==> src/rtl/proc_pkg.sv <==
// Shared processor constants: bus width, halt word, feeder states
// and the opcode field layout used by the controller.
package proc_pkg;
    localparam int WIDTH = 10;
    localparam logic [WIDTH-1:0] HALT_WORD = 10'h3FF;

    typedef enum logic [1:0] {
        FS_IDLE = 2'd0,
        FS_RUN  = 2'd1,
        FS_HALT = 2'd2
    } feeder_state_t;

    localparam int OPC_HI = 9;
    localparam int OPC_LO = 6;
    localparam logic [3:0] OP_LOAD = 4'h0;
    localparam logic [3:0] OP_MOVI = 4'h1;
    localparam logic [3:0] OP_ADD  = 4'h2;
    localparam logic [3:0] OP_SUB  = 4'h3;

    function automatic logic [3:0] opcode_of(input logic [WIDTH-1:0] w);
        return w[OPC_HI:OPC_LO];
    endfunction
endpackage

==> src/rtl/program_feeder_store.sv <==
// Program word array: synchronous write, asynchronous read.
// Addresses at or beyond DEPTH are dropped rather than wrapped.
module program_store #(
    parameter int WIDTH = 10,
    parameter int DEPTH = 16,
    parameter int AW    = 4
) (
    input  logic             i_clk,
    input  logic             i_we,
    input  logic [AW-1:0]    i_waddr,
    input  logic [WIDTH-1:0] i_wdata,
    input  logic [AW-1:0]    i_raddr,
    output logic [WIDTH-1:0] o_rdata
);
    logic [WIDTH-1:0] r_mem [DEPTH];

    always_ff @(posedge i_clk) begin
        if (i_we && (int'(i_waddr) < DEPTH)) begin
            r_mem[i_waddr] <= i_wdata;
        end
    end

    assign o_rdata = (int'(i_raddr) < DEPTH) ? r_mem[i_raddr] : '0;
endmodule

==> src/rtl/program_feeder.sv <==
// Feeds preloaded program words onto the shared data bus on Ext
// requests and counts completed instructions.
module program_feeder #(
    parameter int WIDTH = proc_pkg::WIDTH,
    parameter int DEPTH = 16,
    parameter int AW    = 4,
    parameter logic [WIDTH-1:0] HALT_WORD = WIDTH'(proc_pkg::HALT_WORD)
) (
    input  logic             CLKb,
    input  logic             RESETn,
    input  logic             LOAD_EN,
    input  logic [AW-1:0]    LOAD_ADDR,
    input  logic [WIDTH-1:0] LOAD_DATA,
    input  logic             RUN,
    input  logic             EXT,
    input  logic             DONE,
    output logic [WIDTH-1:0] BUS_OUT,
    output logic             BUS_DRIVE,
    output logic [AW-1:0]    PC,
    output logic [7:0]       INSTR_CNT,
    output logic             BUSY,
    output logic             HALTED
);
    import proc_pkg::*;

    feeder_state_t    r_state;
    feeder_state_t    w_state_nxt;
    logic [AW-1:0]    r_pc;
    logic [AW-1:0]    w_pc_nxt;
    logic [7:0]       r_cnt;
    logic [7:0]       w_cnt_nxt;
    logic [7:0]       w_cnt_inc;
    logic             r_run_q;
    logic [WIDTH-1:0] w_word;
    logic             w_is_halt;
    logic             w_fetch;
    logic             w_we;
    logic             w_rise;
    logic             w_last;

    assign w_we = (r_state == FS_IDLE) && LOAD_EN;

    program_store #(
        .WIDTH (WIDTH),
        .DEPTH (DEPTH),
        .AW    (AW)
    ) u_store (
        .i_clk   (CLKb),
        .i_we    (w_we),
        .i_waddr (LOAD_ADDR),
        .i_wdata (LOAD_DATA),
        .i_raddr (r_pc),
        .o_rdata (w_word)
    );

    assign w_is_halt = (w_word == HALT_WORD);
    assign w_fetch   = (r_state == FS_RUN) && EXT && !w_is_halt;
    assign w_rise    = RUN && !r_run_q;
    assign w_last    = (r_pc == AW'(DEPTH - 1));
    assign w_cnt_inc = (r_cnt == 8'hFF) ? r_cnt : r_cnt + 8'd1;

    // Drive is purely combinational so the word lands at the same edge.
    assign BUS_DRIVE = w_fetch;
    assign BUS_OUT   = w_fetch ? w_word : '0;
    assign BUSY      = (r_state == FS_RUN);
    assign HALTED    = (r_state == FS_HALT);
    assign PC        = r_pc;
    assign INSTR_CNT = r_cnt;

    always_comb begin
        w_state_nxt = r_state;
        w_pc_nxt    = r_pc;
        w_cnt_nxt   = r_cnt;
        unique case (r_state)
            FS_IDLE: begin
                if (w_rise) begin
                    w_state_nxt = FS_RUN;
                    w_pc_nxt    = '0;
                    w_cnt_nxt   = '0;
                end
            end
            FS_RUN: begin
                if (!RUN) begin
                    w_state_nxt = FS_IDLE;
                end else begin
                    if (EXT) begin
                        if (w_is_halt || w_last) begin
                            w_state_nxt = FS_HALT;
                        end else begin
                            w_pc_nxt = r_pc + 1'b1;
                        end
                    end
                    if (DONE) begin
                        w_cnt_nxt = w_cnt_inc;
                    end
                end
            end
            FS_HALT: begin
                if (!RUN) begin
                    w_state_nxt = FS_IDLE;
                end else if (DONE) begin
                    w_cnt_nxt = w_cnt_inc;
                end
            end
            default: w_state_nxt = FS_IDLE;
        endcase
    end

    always_ff @(posedge CLKb or negedge RESETn) begin
        if (!RESETn) begin
            r_state <= FS_IDLE;
            r_pc    <= '0;
            r_cnt   <= '0;
            r_run_q <= 1'b0;
        end else begin
            r_state <= w_state_nxt;
            r_pc    <= w_pc_nxt;
            r_cnt   <= w_cnt_nxt;
            r_run_q <= RUN;
        end
    end
endmodule
==> config.mk <==
export PLATFORM = sky130hd
export DESIGN_NAME = program_feeder
export DESIGN_NICKNAME = d
export VERILOG_FILES = /design/src/rtl/proc_pkg.sv /design/src/rtl/program_feeder_store.sv /design/src/rtl/program_feeder.sv
export SDC_FILE = /design/constraint.sdc
export NUM_CORES = 1
export LEC_CHECK = 0
export CAP_MARGIN = 25
export CORE_ASPECT_RATIO = 1.25
export CORE_MARGIN = 3
export CORE_UTILIZATION = 35
export DETAILED_ROUTE_END_ITERATION = 10
export SLEW_MARGIN = 20
export SYNTH_ARGS = -nofsm -noshare
export SYNTH_HDL_FRONTEND = slang
export SYNTH_HIERARCHICAL = 1
export SYNTH_SLANG_ARGS = --single-unit
export TNS_END_PERCENT = 10
==> constraint.sdc <==
create_clock -name CLKb -period 4.3 [get_ports CLKb]
set_input_delay 0.86 -clock CLKb [delete_from_list [all_inputs] [get_ports CLKb]]
set_output_delay 0.86 -clock CLKb [all_outputs]
set_load 0.01 [all_outputs]
==> flow_summary.yaml <==
die:
  core_area_um2: 20300
  start_util_pct: 35.9
  die_h_um: 167
  row_count: 58
  ioPinCount: 45
  die_w_um: 135
  die_area_um2: 22600
clocking:
  cts_buffer_depth: 2
  cts_sinks: 175
  cts_tree: "done"
  clk_latency_ns: 0.43
  post_cts_buffers: 0
  cts_buffers: 17
  cts.clk_slew.worst_paths_ns: 0.07
  ctsHtreeMaxLevel: 4
  cts_root_buffer: "clkbuf_16"
yosys:
  synth-compound-area-share_pct: 5.90
  yosysUniqueCellTypes: 47
  syn_area_per_cell_um2: 18.2
  yosys.area_share.xor_xnor_pct: 0
  synth_warnings: 6
  syn-cell-area_um2: 7300
  synth_edf_count: 160
  async_flop_share_pct: 8.57
  ys.flop_type: "edfxtp_1"
  ys_seq_area_share_pct: 71.0
  yosys.area_share.simple_pct: 6.63
  synthAdderAreaFrac_pct: 1.03
  synthMuxAreaShare_pct: 13.5
  netlist_instances: 400
  ys_ff_latch: 175
  synth_top_family_by_area: "multiplexers"
  syn_nets: 426
finish:
  mostFrequentLayoutCells: "edfxtp_1 (160), clkdlybuf4s50_1 (44), mux4_2 (28)"
  syn_to_final_growth_pct: 20.6
  fillCellCount: 1805
  layout_commonest_cell: "edfxtp_1"
  utilization_pct: 43.3
  multiInputGateArea_um2: 1990
  antenna_cells: 0
  stdcell_area_um2: 8800
  seq_area_um2: 5180
  finalNetCount: 494
  final_layout_size_suffix_gt1_share_pct: 18.5
global_routing:
  grt_antenna_before_repair: 0
  grt-ovfl-total: 0
  grt_max_degree: 22
  groute.usage.overall_pct: 14.9
  grt_first_pass_wirelength_um: 24900
  first_global_vias: 4032
placement:
  dpl_cell_area_um2: 8150
  pre_cts_ws_ns: 0.335
  gp_congestion: 0.841
  hpwl_um: 11100
  io_buffer_count: 44
run_status:
  status: "complete, no violations"
critical_path:
  cp_common_cell: "nand2_1"
  required_ns: 3.44
  critPathSlowestCell: "mux4_1"
  cp-start-kind: "flop"
  r2r_setup_slack_ns: 1.46
  max_stage_delay_ns: 0.59
  path_cells: "buf_4 -> mux4_1 -> a22oi_1 -> nand2_1 -> nand2_1 -> o31ai_4 -> nor2_4 -> and2_1 -> clkdlybuf4s50_1"
  crit_type: "reg2out"
  arrival_ns: 3.30
  crit_fanout: 12
  path_delay_family: "buffers and inverters"
  cp_num_buf_inv: 2
  ff2ff_path_depth: 6
  path_depth: 9
  cp-end-kind: "output port"
route:
  num_vias: 4070
  vias_per_cell: 5.42
  drt-met1-wl_um: 7040
  drtAntennaViolNets: 0
  wl_met3_um: 954
  drt_iter0_markers: 317
  route.detailed.drc: 0
  routedWlPerCell_um: 22.0
  wirelength_um: 16500
  highest_layer: "met4"
  wl_met2_um: 8340
  dr.pass1.iters: 5
timing:
  rsz0062_at_grt: "true"
  tightest_slew_ns: 0.987
  hold_viol: 0
  fin_ws_ns: 0.137
  setup_violations: 0
  drv_slew: 0
  period_share_pct: 96.8
  layout_min_cycle_time_ns: 4.16
  fin_skew_ns: 0.0113
  fmax_mhz: 240
  slew_headroom_pct: 33.9
  tns_ns: 0
power:
  finalPower_mw: 5.05
  swShare_pct: 31.5
  combPwrFrac_pct: 29.1
  pwr-share-clk_pct: 30.3
  seqPwrFrac_pct: 40.7
  internal_power_mw: 3.46
  p_leak_nw: 2.94
  powerDensity_nw_per_um2: 574
  peakVddDrop_uv: 347
  switchingPower_mw: 1.59
run:
  max_cap_violations: 0
hold_path:
  holdPathStages: 1
  hp-class: "reg2reg"
## repair_timing
| item | in CTS | in global routing |
|---|---|---|
| resized for setup | 2 | 1 |
| cloned | 1 | 0 |
| endpoints found under the setup margin | 11 | 10 |
| hold buffers | 0 | 0 |
## power by group through the flow
stage | clock network [mW] | registers (mW) | logic (mW)
after floorplan | 0 | 2.05 | 0.907
after global placement | 0 | 2.07 | 1.41
after detailed placement | 0 | 2.08 | 1.43
after CTS | 1.55 | 2.05 | 1.48
after global routing | 1.62 | 2.06 | 1.58
final | 1.53 | 2.05 | 1.47
## sequential cells by signal (all words and copies together) (netlist names)
name and cells:
r_state 2, u_store/r_mem 160, r_run_q 1, INSTR_CNT 8
PC 4
## path summary, 6_finish.rpt
path                              startpoint             endpoint
min in group asynchronous             RESETn         INSTR_CNT[4]
worst min register to register  INSTR_CNT[0]         INSTR_CNT[0]
worst min-delay path            INSTR_CNT[0]         INSTR_CNT[0]
max in group asynchronous             RESETn                PC[1]
worst max register to register    r_state[1]  u_store/r_mem[0][3]
worst max-delay path                   PC[0]           BUS_OUT[7]
## synthesized netlist by cell type (2+ instances only)
master,count,area [µm²]
buf_4,2,15.0
mux2_2,2,22.5
nand2_1,20,75.1
dfrtp_1,15,375
and2_1,12,75.1
and3_1,6,37.5
mux2i_1,2,20.0
ha_1,6,75.1
nand2b_1,6,37.5
buf_8,2,30.0
edfxtp_1,160,4800
a22o_1,2,17.5
o211ai_1,5,37.5
o21ai_1,2,10.0
nand4_1,6,37.5
mux4_1,12,315
mux4_2,28,631
clkbuf_1,4,15.0
a22oi_1,20,150
nand3_1,10,50.1
or4_1,2,15.0
nor2_1,15,56.3
o21ai_0,6,30.0
nor3_1,4,20.0
nor2b_1,3,18.8
o311ai_0,3,26.3
buf_1,5,18.8
o221ai_1,2,17.5
a2111oi_0,2,17.5
nand3b_1,2,15.0
a21o_1,2,15.0
inv_1,12,45.0
a211o_1,3,26.3
a21oi_1,4,20.0
## through the flow
step                instances  hold slack [ns]
global placement          718            0.571
CTS                       751            0.632
floorplan                 400            0.553
global route              751            0.643
finish                    751            0.642
detailed placement        718            0.622
## area by class of cell
cell class	count	share of cell area [%]
multi-input combinational	198	22.6
sequential	175	58.9
inverter	12	0.512
tap	270	3.84
clock buffer	17	4.84
clock inverter	15	2.03
timing repair buffer	64	7.28
## kinds of logic after synthesis
kind of cell               after synthesis
AOI/OAI and AO/OA                       56
adders and majority gates                6
muxes                                   44
DFF                                    175
and+or+nand+nor                         92
buffers and inverters                   27
## routing by layer
metal	GRT usage (%)	vias to the layer above
met5	0	-
met4	3.29	0
met3	3.52	18
met2	24.8	163
met1	19.9	2099
li1	-	1790
(Power assumes the default switching activity.)
